===== config.mk =====
export PLATFORM = sky130hd
export DESIGN_NAME = layer_seq
export DESIGN_NICKNAME = d
export VERILOG_FILES = /design/src/rtl/layer_seq.sv
export SDC_FILE = /design/constraint.sdc
export NUM_CORES = 1
export LEC_CHECK = 0
export BUFFER_PORTS_ARGS = -buffer_cell sky130_fd_sc_hd__buf_2
export CORE_ASPECT_RATIO = 0.5
export CORE_MARGIN = 2
export CORE_UTILIZATION = 31
export CTS_CLUSTER_DIAMETER = 50
export DETAILED_ROUTE_END_ITERATION = 16
export GPL_TIMING_DRIVEN = 0
export SETUP_SLACK_MARGIN = 0.4
export SYNTH_ARGS = -nofsm -noshare
export SYNTH_HDL_FRONTEND = slang
export SYNTH_SLANG_ARGS = --single-unit

===== constraint.sdc =====
create_clock -name clk -period 3.3 [get_ports clk]
set_input_delay 0 -clock clk [delete_from_list [all_inputs] [get_ports clk]]
set_output_delay 0 -clock clk [all_outputs]
set_load 0.01 [all_outputs]

===== src/rtl/layer_seq.sv =====
`default_nettype none
// ============================================================================
//  Module   : layer_seq
//  Purpose  : Per-layer sequencer for a streaming datapath. Holds up to NL
//             four-word layer descriptors and, on start, walks layers
//             0..nlayers-1. For each layer it loads the geometry, then runs a
//             weight-load, bias-load and run phase, each separated by a
//             one-cycle gap. Phases whose count is zero are skipped.
//  Ports    : clk, reset            - clock, synchronous active-high reset
//             cfg_we/addr/data      - descriptor write port ({layer,word})
//             start, nlayers, abort - sequence control
//             src_*/dst_*           - monitored stream handshakes
//             run, wwrite, bwrite   - registered datapath mode controls
//             ss..kw                - current layer geometry
//             layer, busy, done     - status
//  Revision : 1.0 - initial release
// ============================================================================
module layer_seq #(
  parameter int NL = 4
) (
  input  logic        clk,
  input  logic        reset,
  input  logic        cfg_we,
  input  logic [3:0]  cfg_addr,
  input  logic [31:0] cfg_data,
  input  logic        start,
  input  logic [2:0]  nlayers,
  input  logic        abort,
  input  logic        src_valid,
  input  logic        src_ready,
  input  logic        dst_valid,
  input  logic        dst_ready,
  input  logic        dst_last,
  output logic        run,
  output logic        wwrite,
  output logic        bwrite,
  output logic [11:0] ss,
  output logic [11:0] ds,
  output logic [3:0]  id,
  output logic [3:0]  od,
  output logic [9:0]  is,
  output logic [9:0]  os,
  output logic [4:0]  ih,
  output logic [4:0]  iw,
  output logic [4:0]  oh,
  output logic [4:0]  ow,
  output logic [7:0]  fs,
  output logic [2:0]  kh,
  output logic [2:0]  kw,
  output logic [1:0]  layer,
  output logic        busy,
  output logic        done
);

  typedef enum logic [2:0] {
    S_IDLE = 3'd0,
    S_LOAD = 3'd1,
    S_WLD  = 3'd2,
    S_BLD  = 3'd3,
    S_RUN  = 3'd4,
    S_GAP  = 3'd5,
    S_FIN  = 3'd6
  } state_t;

  state_t      state;
  state_t      gap_next;   // where the current GAP cycle leads
  logic [2:0]  nl_r;       // nlayers captured at start
  logic [13:0] cnt;
  logic [13:0] wcnt_r;
  logic [4:0]  bcnt_r;
  logic [12:0] nsamp_r;

  // Descriptor storage: always four rows so the 2-bit layer index is always
  // in range; rows at or above NL are simply never written.
  logic [31:0] desc [0:3][0:3];

  always_ff @(posedge clk) begin
    if (cfg_we && !busy && (32'(cfg_addr[3:2]) < NL)) begin
      desc[cfg_addr[3:2]][cfg_addr[1:0]] <= cfg_data;
    end
  end

  logic [31:0] cur_w0, cur_w1, cur_w2, cur_w3;
  assign cur_w0 = desc[layer][0];
  assign cur_w1 = desc[layer][1];
  assign cur_w2 = desc[layer][2];
  assign cur_w3 = desc[layer][3];

  wire unused_bits = ^{cur_w1[1:0], cur_w2[7:0]};

  logic [13:0] ld_wcnt;
  logic [4:0]  ld_bcnt;
  logic [12:0] ld_nsamp;
  assign ld_wcnt  = cur_w3[31:18];
  assign ld_bcnt  = cur_w3[17:13];
  assign ld_nsamp = cur_w3[12:0];

  logic   start_ok;
  logic   src_beat, dst_beat;
  state_t end_of_layer, after_w, after_b;

  assign start_ok = (nlayers != 3'd0) && (32'(nlayers) <= NL);
  assign src_beat = src_valid && src_ready;
  assign dst_beat = dst_valid && dst_ready && dst_last;

  // Destinations after each phase, using the registered counts of the layer
  // already loaded (valid from the WLD/BLD/RUN states onwards).
  assign end_of_layer = (({1'b0, layer} + 3'd1) < nl_r) ? S_LOAD : S_FIN;
  assign after_b = (nsamp_r != 13'd0) ? S_RUN : end_of_layer;
  assign after_w = (bcnt_r != 5'd0) ? S_BLD : after_b;

  always_ff @(posedge clk) begin
    if (reset) begin
      state    <= S_IDLE;
      gap_next <= S_IDLE;
      nl_r     <= 3'd0;
      cnt      <= 14'd0;
      wcnt_r   <= 14'd0;
      bcnt_r   <= 5'd0;
      nsamp_r  <= 13'd0;
      run      <= 1'b0;
      wwrite   <= 1'b0;
      bwrite   <= 1'b0;
      busy     <= 1'b0;
      done     <= 1'b0;
      layer    <= 2'd0;
      ss <= '0; ds <= '0; fs <= '0;
      id <= '0; is <= '0; ih <= '0; iw <= '0; kh <= '0; kw <= '0;
      od <= '0; os <= '0; oh <= '0; ow <= '0;
    end else if (abort && state != S_IDLE) begin
      // Abort drops everything but leaves geometry as last loaded.
      state  <= S_IDLE;
      cnt    <= 14'd0;
      run    <= 1'b0;
      wwrite <= 1'b0;
      bwrite <= 1'b0;
      busy   <= 1'b0;
      done   <= 1'b0;
    end else begin
      case (state)
        S_IDLE: begin
          if (start && start_ok) begin
            state <= S_LOAD;
            layer <= 2'd0;
            nl_r  <= nlayers;
            busy  <= 1'b1;
          end
        end

        S_LOAD: begin
          ss <= cur_w0[31:20]; ds <= cur_w0[19:8]; fs <= cur_w0[7:0];
          id <= cur_w1[31:28]; is <= cur_w1[27:18]; ih <= cur_w1[17:13];
          iw <= cur_w1[12:8];  kh <= cur_w1[7:5];   kw <= cur_w1[4:2];
          od <= cur_w2[31:28]; os <= cur_w2[27:18]; oh <= cur_w2[17:13];
          ow <= cur_w2[12:8];
          wcnt_r  <= ld_wcnt;
          bcnt_r  <= ld_bcnt;
          nsamp_r <= ld_nsamp;
          cnt     <= 14'd0;
          // Registered counts are not valid yet, so decide from storage.
          if (ld_wcnt != 14'd0) begin
            state  <= S_WLD;
            wwrite <= 1'b1;
          end else if (ld_bcnt != 5'd0) begin
            state  <= S_BLD;
            bwrite <= 1'b1;
          end else if (ld_nsamp != 13'd0) begin
            state <= S_RUN;
            run   <= 1'b1;
          end else begin
            state    <= S_GAP;
            gap_next <= end_of_layer;
          end
        end

        S_WLD: begin
          if (src_beat) begin
            cnt <= cnt + 14'd1;
            if ((cnt + 14'd1) == wcnt_r) begin
              state    <= S_GAP;
              wwrite   <= 1'b0;
              gap_next <= after_w;
            end
          end
        end

        S_BLD: begin
          if (src_beat) begin
            cnt <= cnt + 14'd1;
            if ((cnt + 14'd1) == {9'd0, bcnt_r}) begin
              state    <= S_GAP;
              bwrite   <= 1'b0;
              gap_next <= after_b;
            end
          end
        end

        S_RUN: begin
          if (dst_beat) begin
            cnt <= cnt + 14'd1;
            if ((cnt + 14'd1) == {1'b0, nsamp_r}) begin
              state    <= S_GAP;
              run      <= 1'b0;
              gap_next <= end_of_layer;
            end
          end
        end

        S_GAP: begin
          cnt   <= 14'd0;
          state <= gap_next;
          case (gap_next)
            S_BLD:   bwrite <= 1'b1;
            S_RUN:   run    <= 1'b1;
            S_LOAD:  layer  <= layer + 2'd1;
            S_FIN:   done   <= 1'b1;
            default: ;
          endcase
        end

        S_FIN: begin
          done  <= 1'b0;
          busy  <= 1'b0;
          state <= S_IDLE;
        end

        default: state <= S_IDLE;
      endcase
    end
  end

endmodule
`default_nettype wire


After elaboration in Yosys (flattened, before gate mapping)
Memories as Yosys holds them, arrays and structs flattened. A register that Yosys moved wholly into a read port is not among the register bits.
Index checks and enable logic that the tools add are counted.

cells by class
  $add $sub $neg = 3
  $lt $le $gt $ge = 4
  equality and inequality tests = 31
  multiplexer cells = 57
  bitwise logic cells = 2
  reduce and logical (&&, ||, !) cells = 39

operators by type and width
  cell                                                              number
  128-bit 2-to-1 mux                                                1
  32-bit demux with 2-bit select                                    1
  3-bit 2-to-1 mux                                                  21
  14-bit one-hot mux with 3 select lines                            1
  32-bit 2-to-1 mux                                                 1
  14-bit 2-to-1 mux                                                 2
  2-bit != test (second input constant)                             14
  13-bit nonzero test                                               2
  1-bit 2-to-1 mux                                                  18
  3-bit one-hot mux with 6 select lines                             1
  3-bit == test (second input constant)                             5
  3-bit nonzero test                                                5
  14-bit by 1-bit adder with 14-bit output (second input constant)  1
  14-bit by 13-bit == test with 1-bit output                        1
  14-bit == test                                                    1
  14-bit by 5-bit == test with 1-bit output                         1
  7-bit AND reduction                                               2
  14-bit nonzero test                                               1
  3-bit one-hot mux with 4 select lines                             1
  11-bit AND reduction                                              1
  5-bit nonzero test                                                2
  3-bit by 2-bit == test with 1-bit output (second input constant)  3
  1-bit logical AND                                                 8
  2-bit 2-to-1 mux                                                  4
  22 further kinds                                                  38

storage, ports and cells
  bits in registers = 148
  bits in writable memories = 512
  word-level logic and storage cells = 163
  memories kept = 1

memory list
  memory  words  bits a word  read ports  clocked after Yosys merged registers in  wr ports  RTL line  RTL
  desc    4      128          1           1                                        1         75        logic [31:0] desc [0:3][0:3];

Depth between registers and ports, before layout
Gate-level depths: netlist (run 1).

  word-level depth = 8
  mapped depth = 10
  mapped depth without buffers = 9

Worst setup path before layout (run 1)
Ideal clock, no wire load.

  path kind = reg-to-reg
  start point = register busy
  end point = memory desc[0][100] in the netlist's numbering (enable)
  library setup time = 461 ps
  data arrival time = 3081 ps
  data required time = 2839 ps
  setup slack = -243 ps
  cell stages (with the launch flop) = 4
  buffers on the path = 0
  cells stage by stage = dfxtp_1 nand2b_1 or3_1 nor3_1

between the ends
  word-level cells in the longest chain between the ends = 4

ends and longest elaborated chain
  item                                      RTL line  RTL
  start: declaration                        51        output logic busy,
  start signal: assignment                  124       busy <= 1'b0;
  start signal: assignment                  137       busy <= 1'b0;
  start signal: assignment                  146       busy <= 1'b1;
  1-bit zero test                           78        if (cfg_we && !busy && (32'(cfg_addr[3:2]) < NL)) begin
  1-bit logical AND                         78
  1-bit 2-to-1 mux                          78
  128-bit 2-to-1 mux (implied by the code)  79        desc[cfg_addr[3:2]][cfg_addr[1:0]] <= cfg_data;
  end: declaration                          75

Every way passes these cells.

Final worst setup path (run 1)
  start point = register cnt[0]
  end point = register state[2]

between the ends
  word-level cells in the longest chain between the ends = 4

ends and longest elaborated chain
  item                                                               RTL line       RTL
  start: declaration                                                 68             logic [13:0] cnt;
  start signal: assignment                                           178            cnt <= cnt + 14'd1;
  start signal: assignment                                           189            cnt <= cnt + 14'd1;
  start signal: assignment                                           200            cnt <= cnt + 14'd1;
  14-bit by 1-bit adder with 14-bit output (*)                       179, 190, 201
  14-bit by 5-bit == test with 1-bit output (tied with other cells)  190            if ((cnt + 14'd1) == {9'd0, bcnt_r}) begin
  2-bit != test (no line)                                            --
  7-bit AND reduction (no line) (*)                                  --
  end signal: assignment                                             211            state <= gap_next;
  end: declaration                                                   65             state_t state;

Every way passes the cells marked *; elsewhere a longest branch is shown, timed or not.
A chain may end at the register's enable or synchronous reset.

==> results of run 1 <==
## stage by stage
stage / util / std cells
2_1_floorplan: - / 1533
3_3_place_gp: 0.338 / 2709
6_report: 0.388 / 2931
3_5_place_dp: 0.345 / 2730
4_1_cts: 0.383 / 2908
5_1_grt: 0.388 / 2931
## report_power, final
part | internal (mW) | leakage, nW | total (mW) | switching (mW)
Combinational | 0.669 | 3.24 | 1.98 | 1.31
Clock | 4.03 | 1.03 | 7.03 | 3.00
Sequential | 8.70 | 5.48 | 8.88 | 0.180
## sequential cells by signal (all words and copies together) (netlist names), 8 cells and up, named ones only
name / flops
ds: 12
wcnt_r: 14
nsamp_r: 13
fs: 8
os: 10
ss: 12
desc: 472
is: 10
cnt: 14
## logic make-up after synthesis
logic type | share of synthesized area
flops | 0.717
simple gates | 0.0792
compound gates | 0.0549
mux | 0.112
buf+inv | 0.0185
xor+xnor | 0.0161
fa+ha+maj | 0.00209
## how the worst min path moves through the flow
| stage | from | end | slack (ns) | cells past startpoint |
|---|---|---|---|---|
| 5_1_grt | cfg_addr[1] | desc[2][44] | 0.07 | 3 |
| 3_5_place_dp | nlayers[1] | nl_r[1] | 0.27 | 3 |
| 6_report | cfg_addr[1] | desc[2][44] | 0.08 | 3 |
| 4_1_cts | cfg_addr[1] | desc[2][63] | 0.05 | 3 |
| 2_1_floorplan | cfg_data[0] | desc[0][0] | 0.1 | 0 |
| 3_3_place_gp | nlayers[1] | nl_r[1] | 0.25 | 3 |
## tightest hold or removal path, stage by stage
cell     delay (ns)
buf_2          0.12
nand2_1        0.27
nor2_4         0.14
## layout by cell type, fill, tap and decap left out, types with 5 or more instances in the layout
master and n:
clkbuf_8 13, nor2_1 40, nor2_4 14, nor3_1 16, clkbuf_1 57, nand3_1 14, dlygate4sd3_1 45, clkbuf_4 6
nand4_1 9, buf_6 14, mux4_2 118, xnor2_1 19, dfxtp_1 143, o21ai_0 23, nand3b_1 5, edfxtp_1 472
buf_12 9, buf_16 9, a21oi_1 148, nand2_1 255, a211oi_1 6, buf_4 38, clkinv_2 9, clkbuf_16 65
buf_1 6, or3_1 7, xor2_1 10, inv_1 12, clkbuf_2 10, buf_2 146, nand2b_1 11, buf_8 6
nor4_1 7
## layout make-up
class	count	area (um^2)	area share
multi-input combinational	807	6680	0.224
inverter	13	52.6	0.00176
tap	1036	1300	0.0435
timing repair buffer	248	1980	0.0663
sequential	622	17200	0.576
clock buffer	89	1790	0.0600
clock inverter	25	283	0.00948
buffer	91	557	0.0187
## timing repair
item	CTS	global route
setup buffers	19	19
resized for setup	60	51
hold buffers	45	0
gates cloned	0	4
pin swaps	19	16
hold endpoints to repair	510	0
setup endpoints to repair	80	35
## per-layer routing
| layer | vias up | GRT usage |
|---|---|---|
| met2 | 334 | 0.261 |
| met4 | 0 | 0.0459 |
| li1 | 6492 | - |
| met1 | 7251 | 0.189 |
| met5 | - | 0 |
| met3 | 92 | 0.0269 |
==> impl_metrics.env, run 1 <==
export IMPL_synth_area_per_cell_um2=15.6
export IMPL_gp_congestion=0.867
export IMPL_startpoint="cnt[0]"
export IMPL_min_period_ns=2.95
export IMPL_setup_viol=0
export IMPL_antennaDiodeCount=0
export IMPL_grt_pass1_wl_mm=89.7
export IMPL_cp_top_family="compound AO/OA/AOI/OAI gates"
export IMPL_crit_buf_inv=1
export IMPL_antenna_found_initial=1
export IMPL_clk_latency_ns=0.65
export IMPL_syn_to_final_growth_pct=24.5
export IMPL_startpoint_type="register"
export IMPL_first_pass_iters=5
export IMPL_cts_root_buffer="clkbuf_16"
export IMPL_dpl_instance_area_mm2=0.0265
export IMPL_cp_cell_sequence="ha_4, nand3_4, buf_6, or3_1, a221oi_2, o2111ai_2, o41a_1, o31a_1, or3_4, a21oi_2"
export IMPL_synth_cell_types=70
export IMPL_outcome="completed"
export IMPL_synthCells=1533
export IMPL_routedLengthMet1_mm=25.3
export IMPL_track_usage=0.150
export IMPL_leakagePower_nw=9.75
export IMPL_wl_per_cell_um=20.8
export IMPL_synth_async_reset_ratio=0
export IMPL_grt_pass1_vias=14161
export IMPL_rsz0062_at_grt="yes"
export IMPL_rows=72
export IMPL_grt_start_max_net_pins=24
export IMPL_rr_endpoint="state[2]"
export IMPL_initial_utilization=0.311
export IMPL_synth_edff_count=472
export IMPL_coreArea_mm2=0.0769
export IMPL_critPathArrivalTime_ns=3.49
export IMPL_cp_depth=10
export IMPL_powerDensity_mw_per_mm2=600
export IMPL_fill_cells=7151
export IMPL_io_buffer_count=140
export IMPL_via_per_inst=4.83
export IMPL_route_met2_wl_mm=30.9
export IMPL_total_power_mw=17.9
export IMPL_drt_total_wl_mm=60.9
export IMPL_fin_worst_skew_ns=0.0464
export IMPL_maxCapViolations=0
export IMPL_cts_tree="done"
export IMPL_synth_fp_nets=1586
export IMPL_postRouteAntennaNets=0
export IMPL_relSlewSlack=0.207
export IMPL_synth_most_common_cell="edfxtp_1"
export IMPL_die_h_um=201
export IMPL_synthTopCellsByArea="edfxtp_1, dfxtp_1, mux4_2"
export IMPL_fin_crit_sh=0.894
export IMPL_setup_slack_ns=0.348
export IMPL_cp_slowest_stage_delay_ns=0.51
export IMPL_synth_top_cell_area_share=0.592
export IMPL_cts_made_buffers=60
export IMPL_h_tree_depth=2
export IMPL_tns_ns=0
export IMPL_reg2regPathDepth=10
export IMPL_drc=0
export IMPL_cts_path_max_buffers=3
export IMPL_routed_top_layer="met4"
export IMPL_met3_length_mm=3.12
export IMPL_fmax_mhz=339
export IMPL_yosysTopAreaCell="edfxtp_1"
export IMPL_netlist_top_cells_count="edfxtp_1, nand2_1, dfxtp_1"
export IMPL_ys_warn_count=0
export IMPL_first_iter_violations=1129
export IMPL_peakVddDrop_uv=425
export IMPL_hold_ws_ns=0.0821
export IMPL_ys_flop_type="edfxtp_1"
export IMPL_rr_startpoint="cnt[0]"
export IMPL_worstMarginPinSlew_ns=1.19
export IMPL_final_area_mm2=0.0298
export IMPL_critPathKind="register to register"
export IMPL_r2r_slack_ns=0.35
export IMPL_cp_max_fo=3
export IMPL_finalHoldViolCount=0
export IMPL_clk_pin_slew_ns=0.07
export IMPL_die_w_um=397
export IMPL_clock_sinks=622
export IMPL_ys_seq_area_frac=0.717
export IMPL_worst_hold_path_type="input pin to register"
export IMPL_maxSlewViolCount=0
export IMPL_place_ws_ns=-0.479
export IMPL_setup_worst_path_end_class="register"
export IMPL_synth_ff_latch_count=622
export IMPL_io_pins=142
export IMPL_cp_slowest_cell="o41a_1"
export IMPL_place_hpwl_mm=41.0
export IMPL_layout_drive_gt1_share=0.275
export IMPL_required_ns=3.84
export IMPL_grt_overflow=0
export IMPL_routed_via_count=14169
export IMPL_nets=1896
export IMPL_syn_cell_area_mm2=0.0240
export IMPL_dieArea_mm2=0.0797
export IMPL_crit_end="state[2]"
Note: power is estimated with default switching activity, not from simulation.
==> inputs of run 2 (changes only) <==
--- a/config.mk
+++ b/config.mk
@@ -12,6 +12,7 @@
 export CTS_CLUSTER_DIAMETER = 50
 export DETAILED_ROUTE_END_ITERATION = 16
 export GPL_TIMING_DRIVEN = 0
+export REMOVE_ABC_BUFFERS = 1
 export SETUP_SLACK_MARGIN = 0.4
 export SYNTH_ARGS = -nofsm -noshare
 export SYNTH_HDL_FRONTEND = slang
==> run 2 against run 1 <==
Clock skew down 0.036 ns. Register-to-register slack better by 0.04 ns. Fmax up 1.3%. First-iteration DRC count up 1.9%. Sequential cell count unchanged. Final area down 0.82%. Non-clock buffer count down 74. Sequential share of layout area up 0.53 points. Clock power down 3.0%. Wire length down 7.5%.
==> impl_metrics.env, run 2 (synthesis gave the netlist of run 1 again) <==
export IMPL_min_period_ns=2.91
export IMPL_clock_sinks=622
export IMPL_coreArea_mm2=0.0769
export IMPL_fin_crit_sh=0.883
export IMPL_total_power_mw=17.7
export IMPL_syn_to_final_growth_pct=23.5
export IMPL_cts_tree="done"
export IMPL_die_w_um=397
export IMPL_cts_made_buffers=66
export IMPL_worst_hold_path_type="input pin to register"
export IMPL_setup_slack_ns=0.386
export IMPL_maxCapViolations=0
export IMPL_maxSlewViolCount=0
export IMPL_r2r_slack_ns=0.39
export IMPL_rows=72
export IMPL_io_pins=142
export IMPL_dpl_instance_area_mm2=0.0264
export IMPL_cp_slowest_stage_delay_ns=0.48
export IMPL_final_area_mm2=0.0296
export IMPL_hold_ws_ns=0.0908
export IMPL_setup_viol=0
export IMPL_rsz0062_at_grt="yes"
export IMPL_layout_drive_gt1_share=0.274
export IMPL_layout_commonest_cell="edfxtp_1"
export IMPL_grt_busiest_layer="met2"
export IMPL_h_tree_depth=3
export IMPL_grt_overflow=0
export IMPL_drt_total_wl_mm=56.3
export IMPL_initial_utilization=0.311
export IMPL_rr_endpoint="state[2]"
export IMPL_critPathKind="register to register"
export IMPL_clk_pin_slew_ns=0.06
export IMPL_place_ws_ns=-0.427
export IMPL_startpoint_type="register"
export IMPL_fmax_mhz=343
export IMPL_finalHoldViolCount=0
export IMPL_layout_common_cells="edfxtp_1, nand2_1, a21oi_1, buf_2, dfxtp_1"
export IMPL_leakagePower_nw=9.61
export IMPL_cp_top_family="compound AO/OA/AOI/OAI gates"
export IMPL_critPathArrivalTime_ns=3.43
export IMPL_via_per_inst=4.85
export IMPL_antenna_found_initial=0
export IMPL_grt_pass1_wl_mm=84.5
export IMPL_required_ns=3.82
export IMPL_use_met2=0.232
export IMPL_fin_worst_skew_ns=0.0106
export IMPL_cp_slowest_cell="dfxtp_2"
export IMPL_outcome="completed"
export IMPL_routed_via_count=13862
export IMPL_place_hpwl_mm=34.7
export IMPL_relSlewSlack=0.332
export IMPL_rr_startpoint="cnt[4]"
export IMPL_track_usage=0.139
export IMPL_worstMarginPinSlew_ns=0.997
export IMPL_use_met3=0.0226
export IMPL_wl_per_cell_um=19.7
export IMPL_cts_path_max_buffers=3
export IMPL_powerDensity_mw_per_mm2=598
export IMPL_antennaDiodeCount=0
export IMPL_holdPathEnd="state[1]"
export IMPL_first_pass_iters=5
export IMPL_die_h_um=201
export IMPL_first_iter_violations=1150
export IMPL_hold_depth=4
export IMPL_gp_congestion=0.901
export IMPL_tns_ns=0
export IMPL_grt_start_max_net_pins=90
export IMPL_fill_cells=7149
export IMPL_crit_buf_inv=0
export IMPL_cp_max_fo=11
export IMPL_dieArea_mm2=0.0797
export IMPL_met1_usage=0.186
export IMPL_hp_start="src_ready"
export IMPL_drc=0
export IMPL_cts_root_buffer="clkbuf_16"
export IMPL_grt_pass1_vias=13536
export IMPL_nets=1828
export IMPL_clk_latency_ns=0.58
export IMPL_reg2regPathDepth=8
export IMPL_largest_register_ffs=472
export IMPL_cp_cell_sequence="nand3_4, nor4_4, xor3_1, a211o_1, o41a_1, o31a_1, or3_1, a21oi_1"
export IMPL_setup_worst_path_end_class="register"
export IMPL_io_buffer_count=141
export IMPL_postRouteAntennaNets=0
export IMPL_peakVddDrop_uv=305
[run 2: cell types whose count changed in the layout (fill, tap and decap cells not counted), sizes merged, moves of 4 or more]
| cell | before | now |
|---|---|---|
| clkinv | 17 | 23 |
| clkbuf | 151 | 84 |
| clkdlybuf4s15 | 4 | 0 |
| buf | 228 | 215 |
| bufbuf | 0 | 5 |
[run 2: final cells by class]
class / count / area (um^2) / share of cell area
flip-flops and latches: 622 / 17200 / 0.582
repair buffers: 265 / 2370 / 0.0803
inverters: 13 / 48.8 / 0.00165
clock buffers: 83 / 1770 / 0.0597
multi-input cells: 807 / 6670 / 0.226
well taps: 1036 / 1300 / 0.0438
clock inverters: 33 / 213 / 0.00719
[run 2: power by group]
part | internal (mW) | total [mW] | switching [mW]
clock | 3.89 | 6.82 | 2.94
combinational | 0.696 | 1.93 | 1.23
sequential | 8.70 | 8.93 | 0.221
total | 13.3 | 17.7 | 4.39
[run 2: how the worst max path moves through the flow]
stage	from	endpoint	slack (ns)	depth (start not counted)
3_5_place_dp	register	gap_next[1]	-0.43	10
6_report	cnt[4]	state[2]	0.39	8
4_1_cts	cnt[1]	state[2]	0.35	10
3_3_place_gp	state[0]	od[3]	-11.23	4
5_1_grt	cnt[1]	state[2]	0.24	10
2_1_floorplan	register	gap_next[2]	-3.89	8
[run 2: routing by layer]
layer | up-vias | routed length (um)
li1 | 6364 | -
met5 | - | 0
met2 | 287 | 27900
met1 | 7131 | 24400
met4 | 0 | 1520
met3 | 80 | 2480
[run 2: timing repair]
| action | 4_1_cts | 5_1_grt |
|---|---|---|
| cloned | 7 | 1 |
| setup buffers | 19 | 10 |
| setup endpoints to repair | 16 | 30 |
| pin swaps | 15 | 10 |
| hold buffers | 44 | 0 |
| gates resized for setup | 48 | 15 |
| endpoints found under the hold margin | 551 | 0 |
[run 2: worst register-to-register path, delay by kind of cell (launching register included)]
kind            cells  cell delay (ns)
flops               1             0.48
simple gates        3             0.90
xor+xnor            1             0.30
compound gates      4             1.18
[run 2: metrics by stage]
step | std cells | utilization
floorplan | 1442 | -
CTS | 2848 | 0.382
global placement | 2619 | 0.332
global route | 2859 | 0.384
detailed placement | 2662 | 0.343
finish | 2859 | 0.384
